==> src/rtl/alu_issue_ctrl.sv <==
// alu_issue_ctrl: initiator side of the Hack ALU interface.
// Accepts Hack instructions over a valid/ready handshake and holds the
// architectural A and D registers. A-instructions load A directly. C-instructions
// spend one ISSUE cycle driving the external combinational ALU, then commit the
// dest writes (A/D/M) and the jump decision. The result is then held in RESP until
// the consumer takes it.
// Optional feature macro: ALU_OP_CHECK_EN. When it is defined, an illegal comp code
// raises rsp_err and suppresses all writes and the jump.
// Ports:
//   clk, rst_n                      clock, asynchronous active-low reset
//   ins_valid/ins_ready/ins_data    instruction handshake
//   m_in                            data memory word at m_addr
//   alu_x/alu_y/alu_opr             ALU operands and control {zx,nx,zy,ny,f,no}
//   alu_out/alu_zr/alu_ng           ALU result and flags
//   m_we/m_addr/m_wdata             data memory write port (m_addr also addresses m_in)
//   rsp_valid/rsp_ready             response handshake
//   rsp_result/rsp_jump/rsp_err     response payload
//   a_reg/d_reg                     architectural registers
module alu_issue_ctrl #(
    parameter int unsigned ADDR_W  = 15,
    parameter logic [15:0] RESET_A = 16'h0000
) (
    input  logic              clk,
    input  logic              rst_n,
    input  logic              ins_valid,
    output logic              ins_ready,
    input  logic [15:0]       ins_data,
    input  logic [15:0]       m_in,
    output logic [15:0]       alu_x,
    output logic [15:0]       alu_y,
    output logic [5:0]        alu_opr,
    input  logic [15:0]       alu_out,
    input  logic              alu_zr,
    input  logic              alu_ng,
    output logic              m_we,
    output logic [ADDR_W-1:0] m_addr,
    output logic [15:0]       m_wdata,
    output logic              rsp_valid,
    input  logic              rsp_ready,
    output logic [15:0]       rsp_result,
    output logic              rsp_jump,
    output logic              rsp_err,
    output logic [15:0]       a_reg,
    output logic [15:0]       d_reg
);

    typedef enum logic [1:0] {IDLE = 2'd0, ISSUE = 2'd1, RESP = 2'd2} state_t;

    state_t            state_q, state_d;
    logic [6:0]        ctl_q, ctl_d;         // {a, dest[2:0] = A,D,M, jump[2:0]}
    logic [15:0]       y_hold_q, y_hold_d;
    logic [15:0]       a_d, d_d, x_d, res_d, wdata_d;
    logic [5:0]        opr_d;
    logic              jump_d, err_d, we_d, rdy_d, vld_d;
    logic [ADDR_W-1:0] maddr_d;
    logic              hs_c, comp_ok_c, jump_c;
    logic [15:0]       alu_y_c;
    logic              unused_ins_c;

    // Bits [14:13] of a C-instruction carry no meaning.
    assign unused_ins_c = ^ins_data[14:13];

    assign hs_c    = ins_valid & ins_ready;
    assign alu_y_c = ctl_q[6] ? m_in : a_reg;
    assign alu_y   = (state_q == ISSUE) ? alu_y_c : y_hold_q;

`ifdef ALU_OP_CHECK_EN
    // 28 legal encodings: the A/M-based set for either a-bit, and constant/D-only codes for a=0 only.
    function automatic logic comp_legal(input logic a, input logic [5:0] c);
        logic ok;
        ok = 1'b0;
        case (c)
            6'b110000, 6'b110001, 6'b110011, 6'b110111, 6'b110010,
            6'b000010, 6'b010011, 6'b000111, 6'b000000, 6'b010101: ok = 1'b1;
            6'b101010, 6'b111111, 6'b111010, 6'b001100, 6'b001101,
            6'b001111, 6'b011111, 6'b001110:                         ok = ~a;
            default:                                                 ok = 1'b0;
        endcase
        return ok;
    endfunction
    assign comp_ok_c = comp_legal(ctl_q[6], alu_opr);
`else
    assign comp_ok_c = 1'b1;
`endif

    assign jump_c = (ctl_q[2] & alu_ng) | (ctl_q[1] & alu_zr) | (ctl_q[0] & ~alu_ng & ~alu_zr);

    // State register and all registered outputs.
    always_ff @(posedge clk or negedge rst_n) begin
        if (!rst_n) begin
            state_q    <= IDLE;
            ctl_q      <= '0;
            y_hold_q   <= '0;
            a_reg      <= RESET_A;
            d_reg      <= '0;
            alu_opr    <= '0;
            alu_x      <= '0;
            rsp_result <= '0;
            rsp_jump   <= 1'b0;
            rsp_err    <= 1'b0;
            m_we       <= 1'b0;
            m_wdata    <= '0;
            m_addr     <= '0;
            ins_ready  <= 1'b1;
            rsp_valid  <= 1'b0;
        end else begin
            state_q    <= state_d;
            ctl_q      <= ctl_d;
            y_hold_q   <= y_hold_d;
            a_reg      <= a_d;
            d_reg      <= d_d;
            alu_opr    <= opr_d;
            alu_x      <= x_d;
            rsp_result <= res_d;
            rsp_jump   <= jump_d;
            rsp_err    <= err_d;
            m_we       <= we_d;
            m_wdata    <= wdata_d;
            m_addr     <= maddr_d;
            ins_ready  <= rdy_d;
            rsp_valid  <= vld_d;
        end
    end

    // Next-state logic.
    always_comb begin
        state_d = state_q;
        case (state_q)
            IDLE:    if (hs_c) state_d = ins_data[15] ? ISSUE : RESP;
            ISSUE:   state_d = RESP;
            RESP:    if (rsp_ready) state_d = IDLE;
            default: state_d = IDLE;
        endcase
    end

    // Next values of the registered outputs and the architectural registers.
    always_comb begin
        a_d      = a_reg;
        d_d      = d_reg;
        ctl_d    = ctl_q;
        opr_d    = alu_opr;
        x_d      = alu_x;
        y_hold_d = y_hold_q;
        res_d    = rsp_result;
        jump_d   = rsp_jump;
        err_d    = rsp_err;
        we_d     = 1'b0;
        wdata_d  = m_wdata;
        case (state_q)
            IDLE: begin
                if (hs_c) begin
                    if (!ins_data[15]) begin
                        a_d    = ins_data;
                        res_d  = ins_data;
                        jump_d = 1'b0;
                        err_d  = 1'b0;
                    end else begin
                        ctl_d = {ins_data[12], ins_data[5:0]};
                        opr_d = ins_data[11:6];
                        x_d   = d_reg;
                    end
                end
            end
            ISSUE: begin
                y_hold_d = alu_y_c;
                res_d    = alu_out;
                wdata_d  = alu_out;
                err_d    = ~comp_ok_c;
                jump_d   = comp_ok_c & jump_c;
                we_d     = comp_ok_c & ctl_q[3];
                if (comp_ok_c && ctl_q[4]) d_d = alu_out;
                if (comp_ok_c && ctl_q[5]) a_d = alu_out;
            end
            default: ;
        endcase
        // A write with A and M both as destinations must target the old A.
        maddr_d = (state_q == ISSUE) ? a_reg[ADDR_W-1:0] : a_d[ADDR_W-1:0];
        rdy_d   = (state_d == IDLE);
        vld_d   = (state_d == RESP);
    end

endmodule
==> config.mk <==
export PLATFORM = sky130hd
export DESIGN_NAME = alu_issue_ctrl
export DESIGN_NICKNAME = d
export VERILOG_FILES = /design/src/rtl/alu_issue_ctrl.sv
export SDC_FILE = /design/constraint.sdc
export NUM_CORES = 1
export LEC_CHECK = 0
export CAP_MARGIN = 40
export CORE_ASPECT_RATIO = 0.9
export CORE_MARGIN = 10
export CORE_UTILIZATION = 25
export CTS_BUF_LIST = sky130_fd_sc_hd__clkbuf_8
export CTS_CLUSTER_SIZE = 8
export DETAILED_ROUTE_END_ITERATION = 10
export PLACE_DENSITY = 0.53
export RECOVER_POWER = 50
export SETUP_SLACK_MARGIN = 0.5
export SLEW_MARGIN = 15
export SYNTH_ARGS = -nofsm -noshare
export SYNTH_HDL_FRONTEND = slang
export SYNTH_SLANG_ARGS = --single-unit
==> constraint.sdc <==
create_clock -name clk -period 1.6 [get_ports clk]
set_input_delay 0.24 -clock clk [delete_from_list [all_inputs] [get_ports clk]]
set_output_delay 0.24 -clock clk [all_outputs]
set_load 0.02 [all_outputs]
==> results by group, run 1 <==
Status
  – Result of the run: finished with violations
  – Failing checks: negative setup slack

Detailed routing
  – Avg WL per Cell: 20.3 um
  – DR pass1 iterations: 4
  – Per-cell via count in the routed design: 4.31
  – Remaining routing DRC violations: 0
  – First-iteration detailed-routing DRC count: 187
  – Number of vias after detailed routing: 4,437
  – Post-DRT Antenna Nets: 0
  – Total Wirelength: 20,900 um

Worst hold path
  – Hold Path Depth: 3
  – Hold Crit Class: input port to flip-flop

Global route
  – Total routing resource utilization after global routing: 14.8%
  – Via count of the first global-routing pass: 5,005
  – Overflow left after global routing: 0
  – First-pass GRT wire length: 31,600 um
  – Maximum number of pins on one net before global-route repair: 44
  – Antenna violations before repair: 0

Critical path
  – Kind of end point of the critical path: primary output
  – Crit. path cell count: 5
  – Type of the setup path with the least slack: flip-flop to primary output
  – Critical path buffer and inverter count: 3
  – Slowest CP cell: dfrtp_2
  – Crit path launch type: flip-flop
  – Cell family with the largest share of critical-path delay: flip-flops
  – Depth of the worst register-to-register path: 7
  – Largest incremental delay on the critical path: 0.45 ns
  – CP Data Arrival Time: 1.65 ns
  – Cell-by-cell trace of the critical path: buf_12 > buf_16 > mux2i_4 > o21ai_4 > buf_6
  – Required time of the critical path: 1.36 ns
  – Worst-path fanout max: 6

Logic synthesis
  – Count of different cell masters after synthesis: 32
  – Ys Warns: 0
  – Mean post-synth cell area: 13.4 um^2
  – Yosys reg bits: 130
  – Gate count of the mapped netlist: 399
  – Net Count, Synth: 453
  – Share of the yosys chip area belonging to registers: 60.8%
  – Mapped Area: 0.00535 mm^2

Clocking
  – Worst skew pair latency: 0.44 ns
  – CTS H-tree depth: 4
  – Inserted Clock Buffers: 17
  – Root buffer cell: clkbuf_8
  – Post-CTS clock slew at the launch and capture registers of the worst setup and hold paths: 0.07 ns
  – Sinks on the clock net: 130
  – Maximum root-to-sink buffer count: 2
  – Clock tree from TritonCTS: yes

Die
  – X dimension of the die: 174 um
  – Cell Rows: 50
  – Effective utilization at floorplan: 25.5%
  – Die Height: 159 um
  – DIE AREA: 0.0277 mm^2
  – I/O pin total: 176
  – Area of the core: 0.0210 mm^2

Timing
  – Final worst-path setup slack: -0.293 ns
  – Final Critical Period: 1.89 ns
  – Achievable clock frequency: 528 MHz
  – Unrepaired setup endpoints after global routing: yes
  – Slew Limit Headroom: 10.8%
  – Final Skew: 0.0161 ns
  – Total setup violations reported at the end of the flow: 135
  – Number of max-slew violations in the final report: 0
  – Share of the clock period used by the worst path: 118%
  – Measured slew at the worst slew-check pin: 1.34 ns
  – Number of hold-slack violations in the final timing report: 0

Power and ir drop
  – Power density normalized to cell area: 2150 mW/mm^2
  – Lkg Pwr: 0.00499 uW
  – Max VDD drop: 0.959 mV

Final layout
  – Layout fillers: 1,821
  – Fraction of layout instances using a drive strength above 1: 68.4%
  – Final antenna diode count: 0
  – Most common cell after layout, fill and taps aside: buf_6
  – Commonest cells after routing, fill and taps aside: buf_6 (160), dfrtp_1 (127), buf_4 (82)
  – Area of all sequential standard cells: 0.00326 mm^2
  – Number of nets in the layout: 785
  – Util after Layout: 50.9%
  – Growth of design area from synthesis to finish: 99.3%
  – Multi-input gate area: 0.00280 mm^2

Place
  – DP Worst Slack: -0.302 ns
  – Port Buffers: 174
  – Final Wtd Congestion: 0.786
  – DP HPWL: 13,800 um

Run
  – Max cap viols: 0
[cell type report]
cell class                 instances  area share, %
tap                              286           3.35
inverter                           2         0.0703
clock buffer                      21           2.71
multi-input combinational        245           26.3
clock inverter                    11           1.63
sequential                       130           30.5
timing repair buffer             335           35.5
[where the power goes]
part	internal (uW)	leakage, uW	total, uW	switching (uW)
Clock	1870	0.000225	3250	1380
Sequential	4920	0.00158	6240	1320
Combinational	7820	0.00318	13400	5620
[cell usage after synthesis (all sizes together)]
library cell,instances,share of area (%)
dfstp,1,0.49
buf,19,2.2
a21oi,3,0.35
and3b,1,0.16
and2,16,1.9
dfrtp,129,60
nand4bb,1,0.21
clkbuf,4,0.28
mux2i,16,3.0
nand2b,1,0.12
inv,2,0.14
a221oi,1,0.16
nor2b,1,0.12
mux2,90,20
nand2,70,5.0
and4bb,1,0.23
a31oi,1,0.12
a31o,1,0.33
nor2,4,0.28
o2bb2ai,1,0.16
conb,1,0.070
o21ai,18,1.7
a221o,15,2.8
a22o,1,0.16
nor3b,1,0.14
[what timing repair did]
| item | CTS | global route |
|---|---|---|
| hold endpoints to repair | 103 | 0 |
| hold buffers | 1 | 0 |
| gates resized for setup | 849 | 57 |
| setup buffers | 63 | 30 |
| cloned | 8 | 3 |
| setup endpoints to repair | 243 | 251 |
| pin swaps | 18 | 20 |
[cell families (layout without fill, tap and decap cells)]
family | after synthesis | in the layout | share of synthesized area (%)
flops | 130 | 130 | 60.8
mux | 106 | 106 | 22.6
simple gates | 96 | 97 | 8.18
compound gates | 41 | 41 | 5.77
buf+inv | 25 | 369 | 2.57
other cells | 1 | 1 | 0.0700
[through the flow]
stage / std cells / cell area, um^2 / total power [uW] / hold WS, ns / setup TNS, ns
floorplan: 399 / 5920 / 11300 / -0.0556 / 0
global placement: 893 / 8330 / 16000 / 0.104 / -15.97
detailed placement: 893 / 8330 / 16100 / 0.106 / -18.25
CTS: 997 / 10100 / 22400 / 0.180 / -11.25
global route: 1030 / 10700 / 24100 / 0.450 / -42.09
finish: 1030 / 10700 / 22900 / 0.463 / -17.46
[final timing paths]
check,from,endpoint,slack [ns]
max in group asynchronous,rst_n,a_reg[1],-0.10
hold reg to reg,ctl_q[3],m_we,0.48
min in group asynchronous,rst_n,alu_x[13],0.61
setup / recovery,ctl_q[6],alu_y[8],-0.29
hold / removal,rsp_ready,ins_ready,0.46
setup reg to reg,state_q[0],alu_x[5],-0.20
[layer usage]
metal  wire (um)  vias to the layer above  GRT usage, %
li1            -                     2057             -
met1        8910                     2258          17.8
met2       10700                      113          25.2
met3        1180                        9          5.00
met4         133                        0          3.26
met5           0                        -             0
[worst min-delay path: stages]
cell             delay [ns]
clkdlybuf4s50_1        0.42
nor2_1                 0.14
a21oi_1                0.09
Power figures use the tool's default switching activity.
==> run 2, diff against run 1 <==
CORE_ASPECT_RATIO = unset   (was 0.9)
SLEW_MARGIN = unset   (was 15)
==> run 2 against run 1 <==
The flow still finishes with violations (negative setup slack). Maximum frequency shrank 0.92%. Highest routed layer unchanged. Total power is 2.2% lower. Via count is 0.18% higher. Clock power fell by 10%. Non-clock buffer count down 16. Utilization decreased by 1.9 points. Critical path depth is the same. Design area is 3.3% lower. Die area about the same. First-iteration DRC count down 12%. Flip-flop and latch count unchanged.
==> results by group, run 2 (synthesis gave the netlist of run 1 again) <==
Status
  – Result of the run: finished with violations
  – Failing checks: negative setup slack

Detailed routing
  – Met3 layer wire length in the routed design: 967 um
  – Highest layer used for signal routing: met4
  – Avg WL per Cell: 20.5 um
  – Post-DRT Antenna Nets: 0
  – Number of vias after detailed routing: 4,445
  – Met2 WL post-DR: 10,900 um
  – First-iteration detailed-routing DRC count: 165
  – Per-cell via count in the routed design: 4.43
  – Remaining routing DRC violations: 0
  – Total Wirelength: 20,600 um
  – M1 WL: 8410 um
  – DR pass1 iterations: 4

Clocking
  – Maximum root-to-sink buffer count: 2
  – Worst skew pair latency: 0.45 ns
  – Root buffer cell: clkbuf_8
  – Inserted Clock Buffers: 17
  – Sinks on the clock net: 130
  – CTS H-tree depth: 4
  – Post-CTS clock slew at the launch and capture registers of the worst setup and hold paths: 0.08 ns
  – Clock tree from TritonCTS: yes

Timing
  – Share of the clock period used by the worst path: 119%
  – Unrepaired setup endpoints after global routing: yes
  – Final worst-path setup slack: -0.311 ns
  – Total setup violations reported at the end of the flow: 73
  – Number of hold-slack violations in the final timing report: 0
  – Slew Limit Headroom: 54.1%
  – Achievable clock frequency: 523 MHz
  – Final Critical Period: 1.91 ns
  – Final total negative setup slack: -8.72 ns
  – Measured slew at the worst slew-check pin: 0.688 ns
  – Number of max-slew violations in the final report: 0
  – Final Skew: 0.00975 ns

Critical path
  – Register-to-register setup slack: -0.28 ns
  – Required time of the critical path: 1.36 ns
  – Launching point of the worst reg2reg path: state_q[1]
  – CP Data Arrival Time: 1.67 ns
  – Worst-path fanout max: 6
  – Critical register-to-register path endpoint: rsp_result[5]
  – Depth of the worst register-to-register path: 7
  – Kind of end point of the critical path: primary output
  – Crit path launch type: flip-flop
  – Type of the setup path with the least slack: flip-flop to primary output

Global route
  – Via count of the first global-routing pass: 4,782
  – Overflow left after global routing: 0
  – Total routing resource utilization after global routing: 14.1%
  – Antenna violations before repair: 0
  – Maximum number of pins on one net before global-route repair: 45
  – First-pass GRT wire length: 30,100 um

Place
  – DP Worst Slack: -0.288 ns
  – Port Buffers: 174
  – Placed cells: 877
  – Final Wtd Congestion: 0.751
  – DP HPWL: 13,700 um

Die
  – Effective utilization at floorplan: 25.5%
  – Area of the core: 0.0210 mm^2
  – DIE AREA: 0.0277 mm^2
  – I/O pin total: 176
  – Die Height: 166 um
  – X dimension of the die: 166 um
  – Cell Rows: 53

Final layout
  – Growth of design area from synthesis to finish: 92.7%
  – Commonest cells after routing, fill and taps aside: buf_6 (160), dfrtp_1 (126), mux2_4 (89)
  – Most common cell after layout, fill and taps aside: buf_6
  – Number of standard cells in the layout, taps in and fillers out: 1,004
  – Number of nets in the layout: 770
  – Fraction of layout instances using a drive strength above 1: 64.6%
  – Final antenna diode count: 0

Power and ir drop
  – Lkg Pwr: 0.00490 uW
  – Total power of the final layout: 22,400 uW
  – Max VDD drop: 0.917 mV
  – Power density normalized to cell area: 2170 mW/mm^2

Worst hold path
  – Hold Crit Class: input port to async pin

Run
  – Max cap viols: 0
run 2: cell count changes in the layout (fill, tap and decap cells not counted), moves of 6 or more:
cell	previous run	this run
buf_12	25	16
nand2_1	19	32
mux2_4	59	89
nand2_4	21	15
mux2_2	31	1
nand2_2	29	22
run 2: worst max path at each step:
stage	from	end	slack, ns	depth (start not counted)
after global routing	ctl_q[6]	alu_y[2]	-0.38	5
after floorplan	ins_ready	m_addr[0]	0.08	4
after detailed placement	ins_valid	a_reg[1]	-0.29	4
after global placement	m_in[5]	alu_y[5]	-0.25	4
final	ctl_q[6]	alu_y[2]	-0.31	5
after CTS	ctl_q[6]	alu_y[1]	-0.34	5
run 2: area by class of cell:
cell class	instances	area, um^2
tap	275	344
fill	1843	10700
timing repair buffer	319	3450
inverter	2	7.51
multi-input combinational	246	2850
clock buffer	22	303
clock inverter	10	106
sequential	130	3260
run 2: repair_timing:
item | 4_1_cts | 5_1_grt
hold endpoints to repair | 106 | 0
pin swaps | 18 | 22
endpoints found under the setup margin | 240 | 250
buffers inserted | 42 | 42
cloned | 5 | 5
hold buffers | 1 | 0
gates resized for setup | 831 | 83
run 2: worst max-delay path, stage by stage (launching register included):
cell and delay, ns:
dfrtp_2 0.45, buf_12 0.14, buf_16 0.15, mux2i_4 0.19
o21ai_4 0.15, buf_6 0.14
run 2: power by group:
group	internal, uW	total, uW	switching (uW)
Clock	1580	2920	1350
Sequential	4920	6260	1350
Combinational	7700	13200	5550
run 2: stage by stage:
| stage | area [um^2] | hold slack (ns) | utilization [%] |
|---|---|---|---|
| final | 10300 | 0.364 | 49.1 |
| after global routing | 10300 | 0.377 | 49.1 |
| after CTS | 9650 | 0.203 | 45.9 |
| after detailed placement | 8250 | 0.132 | 39.3 |
| after global placement | 8250 | 0.130 | 39.3 |
| after floorplan | 5920 | -0.0556 | - |
run 2: layer usage:
metal,global-route usage (%),vias up
li1,-,2026
met1,15.8,2306
met2,25.0,92
met3,3.86,21
met4,4.93,0
met5,0,-
==> run 3, diff against run 2 <==
PLACE_DENSITY = unset   (was 0.53)
RECOVER_POWER = unset   (was 50)
==> run 3 against run 2 <==
Flip-flop and latch count unchanged. Wire length about the same. Sequential share of layout area shrank 0.27 points. The run still ends with negative setup slack left. Clock-buffer cell count down 4. Global-route usage shrank 0.28 points. Maximum frequency decreased by 0.26%. Design area grew 0.81%. Cell count up 1.0%. Setup slack got worse by 0.0051 ns. Highest routed layer unchanged.
==> results by group, run 3 (synthesis gave the netlist of run 1 again) <==
Timing
  – Number of max-slew violations in the final report: 0
  – Unrepaired setup endpoints after global routing: yes
  – Final worst-path setup slack: -0.316 ns
  – Share of the clock period used by the worst path: 120%
  – Number of hold-slack violations in the final timing report: 0
  – Total setup violations reported at the end of the flow: 94
  – Smallest hold slack: 0.212 ns
  – Final Skew: 0.0178 ns
  – Final Critical Period: 1.92 ns
  – Achievable clock frequency: 522 MHz

Power and ir drop
  – Relative contribution of combinational cells to total power: 57.6%
  – Power density normalized to cell area: 2200 mW/mm^2
  – Cell internal pwr: 14,500 uW
  – Switching share of total power: 36.3%
  – Sequential share of power: 27.3%
  – Share of power burned in the clock network: 15.1%
  – Total power of the final layout: 22,800 uW
  – Max VDD drop: 1.04 mV
  – Switching power: 8280 uW
  – Lkg Pwr: 0.00483 uW

Die
  – X dimension of the die: 166 um
  – Die Height: 166 um
  – I/O pin total: 176
  – Cell Rows: 53
  – Effective utilization at floorplan: 25.5%
  – Area of the core: 0.0210 mm^2
  – DIE AREA: 0.0277 mm^2

Final layout
  – Most common cell after layout, fill and taps aside: buf_6
  – Total non-filler cell area in the finished layout: 0.0104 mm^2
  – Final antenna diode count: 0
  – Fraction of layout instances using a drive strength above 1: 65.6%
  – Util after Layout: 49.5%
  – Commonest cells after routing, fill and taps aside: buf_6 (163), dfrtp_1 (127), buf_4 (87)
  – Growth of design area from synthesis to finish: 94.3%
  – Number of nets in the layout: 780

Critical path
  – Critical register-to-register path endpoint: rsp_result[2]
  – Kind of end point of the critical path: primary output
  – Crit path launch type: flip-flop
  – Launching point of the worst reg2reg path: state_q[1]
  – Worst-path fanout max: 6
  – Register-to-register setup slack: -0.19 ns
  – Depth of the worst register-to-register path: 7
  – Type of the setup path with the least slack: flip-flop to primary output
  – Required time of the critical path: 1.36 ns
  – CP Data Arrival Time: 1.68 ns

Detailed routing
  – Avg WL per Cell: 20.3 um
  – Post-DRT Antenna Nets: 0
  – Per-cell via count in the routed design: 4.34
  – Remaining routing DRC violations: 0
  – First-iteration detailed-routing DRC count: 173
  – Total Wirelength: 20,600 um
  – DR pass1 iterations: 4
  – Number of vias after detailed routing: 4,405

Clocking
  – Clock tree from TritonCTS: yes
  – Inserted Clock Buffers: 17
  – Sinks on the clock net: 130
  – CTS H-tree depth: 4
  – Maximum root-to-sink buffer count: 2
  – Post-CTS clock slew at the launch and capture registers of the worst setup and hold paths: 0.09 ns
  – Root buffer cell: clkbuf_8
  – Worst skew pair latency: 0.45 ns

Worst hold path
  – Hold Crit Class: input port to async pin

Status
  – Failing checks: negative setup slack
  – Result of the run: finished with violations

Place
  – DP HPWL: 13,900 um
  – Final Wtd Congestion: 0.807
  – DP Worst Slack: -0.284 ns
  – Port Buffers: 174
  – DP Area: 0.00829 mm^2

Global route
  – Overflow left after global routing: 0
  – First-pass GRT wire length: 29,700 um
  – Via count of the first global-routing pass: 4,776
  – Antenna violations before repair: 0
  – Total routing resource utilization after global routing: 13.8%
  – Maximum number of pins on one net before global-route repair: 40

Run
  – Max cap viols: 0
[run 3: what timing repair did]
| item | in CTS | in global routing |
|---|---|---|
| gates cloned | 2 | 8 |
| resized for setup | 794 | 73 |
| hold endpoints to repair | 104 | 0 |
| buffers inserted | 47 | 40 |
| setup endpoints to repair | 241 | 247 |
| pin swaps | 8 | 25 |
| hold buffers | 1 | 0 |
[run 3: final cells by class]
cell class	instances	area, um^2
fill	1831	10600
timing repair buffer	329	3570
tap	275	344
clock buffer	18	248
inverter	2	7.51
clock inverter	14	236
sequential	130	3260
multi-input combinational	246	2740
[run 3: worst max-delay path, stage by stage, from the launching register on]
cell and delay, ns:
dfrtp_2 0.45, buf_12 0.14, buf_16 0.15, mux2i_4 0.19, o21ai_4 0.16, buf_6 0.14
[run 3: through the flow]
stage | setup TNS, ns | instances
after floorplan | 0 | 399
after global placement | -16.59 | 884
after detailed placement | -17.76 | 884
after CTS | -5.56 | 966
after global routing | -12.25 | 1014
final | -8.17 | 1014
[run 3: routing by layer]
metal	vias up	GRT usage (%)	wire, um
li1	2047	-	-
met2	103	23.0	10700
met4	0	4.09	320
met3	20	4.57	979
met1	2235	16.5	8570
met5	-	0	0
[run 3: worst max-delay path by stage]
stage,from,end,slack [ns],depth (start not counted)
floorplan,ins_ready,m_addr[0],0.08,4
global placement,ins_valid,a_reg[14],-0.26,4
detailed placement,m_in[3],alu_y[3],-0.28,4
CTS,ctl_q[6],alu_y[15],-0.35,5
global route,ctl_q[6],alu_y[15],-0.41,5
finish,ctl_q[6],alu_y[15],-0.32,5
[run 3: power groups by stage]
stage               registers (uW)  logic, uW  clock network (uW)
finish                        6240      13100                3440
global placement              5900      10000                   0
global route                  6420      13800                3700
CTS                           6190      12000                3540
detailed placement            5980      10100                   0
floorplan                     7510       3780                   0
